<file path="src/rtl/apb_master.sv">
// -----------------------------------------------------------------------------
// apb_master
//   APB requester. Takes single read/write commands on a valid/ready port,
//   runs the APB SETUP -> ACCESS sequence (with wait states while pready is
//   low) and returns completion as a one-cycle rsp_valid pulse carrying read
//   data and an error flag. A command may be accepted on the completing edge
//   of the previous transfer, giving one transfer every two cycles.
//
//   Optional feature macro: APB_MASTER_TIMEOUT_EN
//     Defined     : ACCESS aborts after TIMEOUT_CYCLES wait cycles with
//                   rsp_err=1 and returns to IDLE.
//     Not defined : ACCESS waits for pready indefinitely; rsp_err is 0.
//
// Ports
//   clock, resetn            rising-edge clock, async active-low reset
//   cmd_valid/cmd_ready      command handshake (cmd_ready is combinational)
//   cmd_write/addr/wdata     command direction, address and write data
//   rsp_valid/rdata/err      one-cycle response pulse, read data, timeout
//   pselx/penable/pwrite     APB control outputs (registered)
//   paddr/pwdata             APB address / write data (registered)
//   pready/prdata            APB slave ready and read data
// -----------------------------------------------------------------------------
module apb_master #(
  parameter int data_size      = 8,
  parameter int address_size   = 5,
  parameter int TIMEOUT_CYCLES = 16
) (
  input  logic                    clock,
  input  logic                    resetn,
  input  logic                    cmd_valid,
  output logic                    cmd_ready,
  input  logic                    cmd_write,
  input  logic [address_size-1:0] cmd_addr,
  input  logic [data_size-1:0]    cmd_wdata,
  output logic                    rsp_valid,
  output logic [data_size-1:0]    rsp_rdata,
  output logic                    rsp_err,
  output logic                    pselx,
  output logic                    penable,
  output logic                    pwrite,
  output logic [address_size-1:0] paddr,
  output logic [data_size-1:0]    pwdata,
  input  logic                    pready,
  input  logic [data_size-1:0]    prdata
);

  typedef enum logic [1:0] {
    ST_IDLE   = 2'b00,
    ST_SETUP  = 2'b01,
    ST_ACCESS = 2'b10
  } state_t;

  state_t                  state_q,     state_d;
  logic                    pselx_q,     pselx_d;
  logic                    penable_q,   penable_d;
  logic                    pwrite_q,    pwrite_d;
  logic [address_size-1:0] paddr_q,     paddr_d;
  logic [data_size-1:0]    pwdata_q,    pwdata_d;
  logic                    rsp_valid_q, rsp_valid_d;
  logic [data_size-1:0]    rsp_rdata_q, rsp_rdata_d;
  logic                    rsp_err_q,   rsp_err_d;
  logic                    timeout_s;
  logic                    accept_s;

`ifdef APB_MASTER_TIMEOUT_EN
  localparam int CNT_W = $clog2(TIMEOUT_CYCLES + 1);
  logic [CNT_W-1:0] tmo_cnt_q, tmo_cnt_d;

  // Fires on the TIMEOUT_CYCLES-th consecutive ACCESS cycle with pready low.
  assign timeout_s = (state_q == ST_ACCESS) && !pready &&
                     (tmo_cnt_q == CNT_W'(TIMEOUT_CYCLES - 1));
`else
  assign timeout_s = 1'b0;
`endif

  // A timeout terminal cycle never accepts a new command.
  assign cmd_ready = resetn && !timeout_s &&
                     ((state_q == ST_IDLE) || ((state_q == ST_ACCESS) && pready));
  assign accept_s  = cmd_valid && cmd_ready;

  // Next-state and registered-output computation.
  always_comb begin
    state_d     = state_q;
    pselx_d     = pselx_q;
    penable_d   = penable_q;
    pwrite_d    = pwrite_q;
    paddr_d     = paddr_q;
    pwdata_d    = pwdata_q;
    rsp_valid_d = 1'b0;
    rsp_rdata_d = rsp_rdata_q;
    rsp_err_d   = rsp_err_q;
`ifdef APB_MASTER_TIMEOUT_EN
    tmo_cnt_d   = tmo_cnt_q;
`endif
    case (state_q)
      ST_IDLE: begin
        if (accept_s) begin
          pwrite_d  = cmd_write;
          paddr_d   = cmd_addr;
          pwdata_d  = cmd_wdata;
          pselx_d   = 1'b1;
          penable_d = 1'b0;
          state_d   = ST_SETUP;
        end else begin
          state_d   = ST_IDLE;
        end
      end
      ST_SETUP: begin
        penable_d = 1'b1;
        state_d   = ST_ACCESS;
`ifdef APB_MASTER_TIMEOUT_EN
        tmo_cnt_d = '0;
`endif
      end
      ST_ACCESS: begin
        if (pready) begin
          rsp_valid_d = 1'b1;
          rsp_err_d   = 1'b0;
          if (!pwrite_q) begin
            rsp_rdata_d = prdata;
          end else begin
            rsp_rdata_d = rsp_rdata_q;
          end
          if (accept_s) begin
            // Back-to-back: pselx stays asserted, straight into SETUP.
            pwrite_d  = cmd_write;
            paddr_d   = cmd_addr;
            pwdata_d  = cmd_wdata;
            pselx_d   = 1'b1;
            penable_d = 1'b0;
            state_d   = ST_SETUP;
          end else begin
            pselx_d   = 1'b0;
            penable_d = 1'b0;
            state_d   = ST_IDLE;
          end
        end else if (timeout_s) begin
          rsp_valid_d = 1'b1;
          rsp_err_d   = 1'b1;
          pselx_d     = 1'b0;
          penable_d   = 1'b0;
          state_d     = ST_IDLE;
        end else begin
`ifdef APB_MASTER_TIMEOUT_EN
          tmo_cnt_d = tmo_cnt_q + CNT_W'(1);
`endif
          state_d   = ST_ACCESS;
        end
      end
      default: begin
        // Unused encoding: drop the bus and recover to IDLE.
        pselx_d   = 1'b0;
        penable_d = 1'b0;
        state_d   = ST_IDLE;
      end
    endcase
  end

  // State and output registers.
  always_ff @(posedge clock or negedge resetn) begin
    if (!resetn) begin
      state_q     <= ST_IDLE;
      pselx_q     <= 1'b0;
      penable_q   <= 1'b0;
      pwrite_q    <= 1'b0;
      paddr_q     <= '0;
      pwdata_q    <= '0;
      rsp_valid_q <= 1'b0;
      rsp_rdata_q <= '0;
      rsp_err_q   <= 1'b0;
    end else begin
      state_q     <= state_d;
      pselx_q     <= pselx_d;
      penable_q   <= penable_d;
      pwrite_q    <= pwrite_d;
      paddr_q     <= paddr_d;
      pwdata_q    <= pwdata_d;
      rsp_valid_q <= rsp_valid_d;
      rsp_rdata_q <= rsp_rdata_d;
      rsp_err_q   <= rsp_err_d;
    end
  end

`ifdef APB_MASTER_TIMEOUT_EN
  // Wait-state counter for the ACCESS timeout.
  always_ff @(posedge clock or negedge resetn) begin
    if (!resetn) begin
      tmo_cnt_q <= '0;
    end else begin
      tmo_cnt_q <= tmo_cnt_d;
    end
  end
`endif

  assign pselx     = pselx_q;
  assign penable   = penable_q;
  assign pwrite    = pwrite_q;
  assign paddr     = paddr_q;
  assign pwdata    = pwdata_q;
  assign rsp_valid = rsp_valid_q;
  assign rsp_rdata = rsp_rdata_q;
  assign rsp_err   = rsp_err_q;

endmodule

</file>
<file path="config.mk">
export PLATFORM = sky130hd
export DESIGN_NAME = apb_master
export DESIGN_NICKNAME = d
export VERILOG_FILES = /design/src/rtl/apb_master.sv
export SDC_FILE = /design/constraint.sdc
export NUM_CORES = 1
export LEC_CHECK = 0
export CORE_MARGIN = 4
export CORE_UTILIZATION = 39
export CTS_CLUSTER_DIAMETER = 50
export DETAILED_ROUTE_END_ITERATION = 12
export PLACE_DENSITY = 0.78
export SETUP_SLACK_MARGIN = 0.1
export SLEW_MARGIN = 40
export SYNTH_ARGS = -nofsm -noshare
export SYNTH_HDL_FRONTEND = slang
export SYNTH_SLANG_ARGS = --single-unit
</file>
<file path="constraint.sdc">
create_clock -name clock -period 1.55 [get_ports clock]
set_input_delay 0.2325 -clock clock [delete_from_list [all_inputs] [get_ports clock]]
set_output_delay 0.2325 -clock clock [all_outputs]
set_load 0.005 [all_outputs]
</file>
# Word level (Yosys, flattened, before mapping)
# Cells that the tools add are included.
[word_totals]
regBits = 27
latchBits = 0
ram_bits = 0
romBits = 0
inputBits = 26
output_inout_bits = 27
elab_cells = 45
n_memories = 0
[op_classes]
add_sub_neg = 0
multipliers = 0
div = 0
order_cmp = 0
n_eq_ne = 4
n_shift = 0
muxes = 21
n_bitwise = 2
reduce_logical = 10
[ops]
columns = ["operator", "n"]
rows = [
  ["2-to-1 mux 8 bit", 2],
  ["case mux 8 bit (2 select lines)", 1],
  ["2-to-1 mux 1 bit", 10],
  ["2-to-1 mux 5 bit", 2],
  ["case mux 5 bit (2 select lines)", 1],
  ["case mux 1 bit (3 select lines)", 2],
  ["case mux 2 bit (3 select lines)", 1],
  ["AND reduction 3 bit", 2],
  ["!= test 2 bit (second input constant)", 2],
  ["AND reduction 2 bit", 2],
  ["logical AND 1 bit", 3],
  ["equality test 2 x 1 -> 1 bit (second input constant)", 1],
  ["equality test 2 bit (second input constant)", 1],
  ["zero test 2 bit", 1],
  ["2-to-1 mux 2 bit", 1],
  ["inverter 1 bit", 2],
  ["case mux 1 bit (2 select lines)", 1],
  ["nonzero test 2 bit", 1],
  ["logical OR 1 bit", 1],
]

# Depth between registers and ports, before layout
[logic_depth]
ltp_word = 8
mapped_depth = 4
ltp_nobuf = 3

# Least setup slack after synthesis
# Ideal clock, no wire load.
[synth_path]
path_kind = "flip-flop to flip-flop"
startpoint = "register state_q[0]"
endpoint = "register rsp_rdata_q[0], in the netlist rsp_rdata[0]"
setup_ps = 125
t_arrival_ps = 1162
t_required_ps = 1425
setup_slack_ps = 264
path_stages_with_launch = 4
cell_sequence = "dfrtp_1 -> buf_6 -> nor3_4 -> mux2_2"
[synth_via]
elab_chain_len = 2
[synth_rtl]
columns = ["item", "line", "rtl"]
rows = [
  ["start, declared", "53", "state_t state_q, state_d;"],
  ["start signal, assigned", "172", "state_q <= state_d;"],
  ["equality test 2 bit", "95", "case (state_q)"],
  ["AND reduction 3 bit (no line)", "--", ""],
  ["end signal, assigned", "179", "rsp_rdata_q <= rsp_rdata_d;"],
  ["end, declared", "60", "logic [data_size-1:0] rsp_rdata_q, rsp_rdata_d;"],
]
# No other way between the ends.
# A chain may end at the register's enable or synchronous reset.

# Worst setup path in the final report
[layout_path]
startpoint = "input port pready"
endpoint = "output port cmd_ready"
[layout_via]
elab_chain_len = 3
[layout_rtl]
columns = ["item", "line", "rtl"]
rows = [
  ["start, declared", "43", "input logic pready,"],
  ["logical AND 1 bit", "78", "((state_q == ST_IDLE) || ((state_q == ST_ACCESS) && pready));"],
  ["logical OR 1 bit", "78", ""],
  ["logical AND 1 bit", "77", "assign cmd_ready = resetn && !timeout_s &&"],
  ["end, declared", "31", "output logic cmd_ready,"],
]
# No other way between the ends.

==> run summary <==
Worst-path clk slew: 130 ps
Setup violations, final: 0
share of layout cells above drive strength 1: 32.8%
TritonCTS clock tree: built
std cell rows: 18
CP startpoint: pready
Die X: 60.2 um
die area: 3620 um^2
final setup margin: 56.1 ps
DR WL met2: 1.34 mm
# nets final: 158
Total Wirelength: 2.42 mm
total chip power: 2.10 mW
number of global-route vias before repair: 808
first-pass GRT wire length: 3.60 mm
final hold vios: 0
Setup TNS Final: 0 ps
Finished Cell Area: 1770 um^2
starting density of the core: 41.7%
Antenna Nets Post-Route: 0
Fillers: 182
DRT met1 WL: 847 um
highest routed metal layer: met4
yosys warns: 0
CP Data Required Time: 1320 ps
DR pass1 iterations: 3
Max-Cap Viols: 0
clk_skew: 1.42 ps
period utilization: 96.4%
CTS sink cnt: 27
Max VDD drop: 0.891 mV
DR iter-0 viols: 15
Total GRT Usage: 13.7%
Syn Area/Cell: 16.1 um^2
num ports: 53
Via density: 4.70
Fmax: 669 MHz
P per Cell Area: 1180 nW/um^2
Post-Place Setup Slack: -223 ps
Syn-to-layout area delta: 67.0%
reg-to-reg startpoint: state_q[0]
CTS Buf Count: 3
initial antenna violation count: 0
Antenna Cells: 0
largest net degree at the start of global routing: 28
CTS Root Cell: clkbuf_4
GRT overflow: 0
HP Class: in2async
clock latency on the worst-skew pair: 310 ps
R2R Path End: rsp_rdata[4]
via count: 756
Post-CTS Hold Fix Bufs: 0
Seq/Total Area, Yosys: 63.6%
worst-path maximum fanout: 3
worst reg-to-reg setup slack: 190 ps
WL/cell: 15.1 um
Cell Area, Synth: 1060 um^2
Cells after Synth: 66
detailed placement HPWL: 1.84 mm
Yosys reg bits: 27
Max Slew Vio Count: 0
Met3 Routed Length: 215 um
Post-DP Area: 1640 um^2
CP Class: in2out
port bufs: 51
status: finished clean
CP Launch Type: input port
Post-Syn Nets: 92
core area: 2540 um^2
CP Capture Point: cmd_ready
Cell variety after synth: 16
Worst Reg-to-Reg Cells: 4
unrepaired setup endpoints after global routing: true
H-tree levels: 1
minimum clock period: 1490 ps
Clock Path Buffers: 2
CP arrival: 1260 ps
Die Span Y: 60.2 um
Placer Congestion: 0.720
P_leak: 0.955 nW
Critical Path Sink Type: primary output
DRC viols: 0
[logic make-up (layout without fill, tap and decap cells)]
logic type,Yosys count,after routing,share of synthesized area (%)
and+or+nand+nor,8,8,6.83
DFF,27,27,63.6
muxes,23,23,24.6
buffers and inverters,4,69,3.18
other,1,1,0.353
AOI/OAI and AO/OA,3,3,1.41
[where the power goes]
| part | internal (mW) | switching, mW |
|---|---|---|
| registers | 0.908 | 0.0992 |
| clock network | 0.0965 | 0.193 |
| logic | 0.564 | 0.242 |
[cells in the mapped netlist]
library cell	number	share of area [%]
nand2b_2	1	0.82
dfrtp_1	27	64
buf_6	2	2.1
mux2_4	1	1.4
buf_4	1	0.71
mux2i_1	1	0.94
nand4b_4	1	2.2
inv_1	1	0.35
nand2_1	3	1.1
conb_1	1	0.35
nor2_1	1	0.35
o21ai_0	2	0.94
nor3_4	1	1.5
and3b_1	1	0.82
a21oi_1	1	0.47
mux2_2	21	22
[how the worst min path moves through the flow]
| stage | end | slack [ps] |
|---|---|---|
| after floorplan | paddr[0] | -60 |
| after global placement | pselx | 460 |
| after detailed placement | pselx | 460 |
| after CTS | rsp_rdata[3] | 430 |
| after global routing | rsp_rdata[5] | 460 |
| final | rsp_rdata[3] | 440 |
[per-stage QoR]
stage          hold slack (ps)  utilization, %  cells
2_1_floorplan            -63.1               -     66
3_3_place_gp               462            64.4    150
3_5_place_dp               463            64.4    150
4_1_cts                    432            66.2    157
5_1_grt                    456            69.7    161
6_report                   440            69.7    161
[cells in the final DEF, fill, tap and decap left out, types with 2 or more instances in the layout]
cell type / count
o21ai_0: 2
buf_12: 2
dfrtp_1: 26
dlygate4sd2_1: 6
mux2_2: 21
clkbuf_4: 3
buf_4: 11
dlymetal6s2s_1: 18
nand2_1: 3
clkdlybuf4s50_1: 26
[per-layer routing]
layer	vias up	GRT usage, %
met2	29	23.5
li1	360	-
met4	0	4.75
met1	363	15.5
met3	4	5.40
met5	-	0
[flip-flops by register name, summed over array words and instances, names as in the netlist]
signal	flops
pwdata	8
rsp_rdata	8
state_q	2
rsp_valid	1
pwrite	1
pselx	1
penable	1
paddr	5
[worst max-delay path, stage by stage]
cell and delay, ps:
clkdlybuf4s50_1 500, nand2b_4 140, and3b_1 180, clkdlybuf4s15_1 210
[what timing repair did]
item | CTS | global route
endpoints found under the setup margin | 9 | 34
cloned | 0 | 0
buffers inserted | 3 | 4
resized for setup | 8 | 20
[final cells by class]
class / count / area (um^2) / area share [%]
inverters: 1 / 3.75 / 0.212
multi-input cells: 35 / 358 / 20.2
clock buffers: 3 / 22.5 / 1.27
flip-flops and latches: 27 / 677 / 38.2
repair buffers: 64 / 671 / 37.8
well taps: 30 / 37.5 / 2.12
clock inverters: 1 / 5.00 / 0.282
No activity file was read; power rests on OpenSTA's default activity.
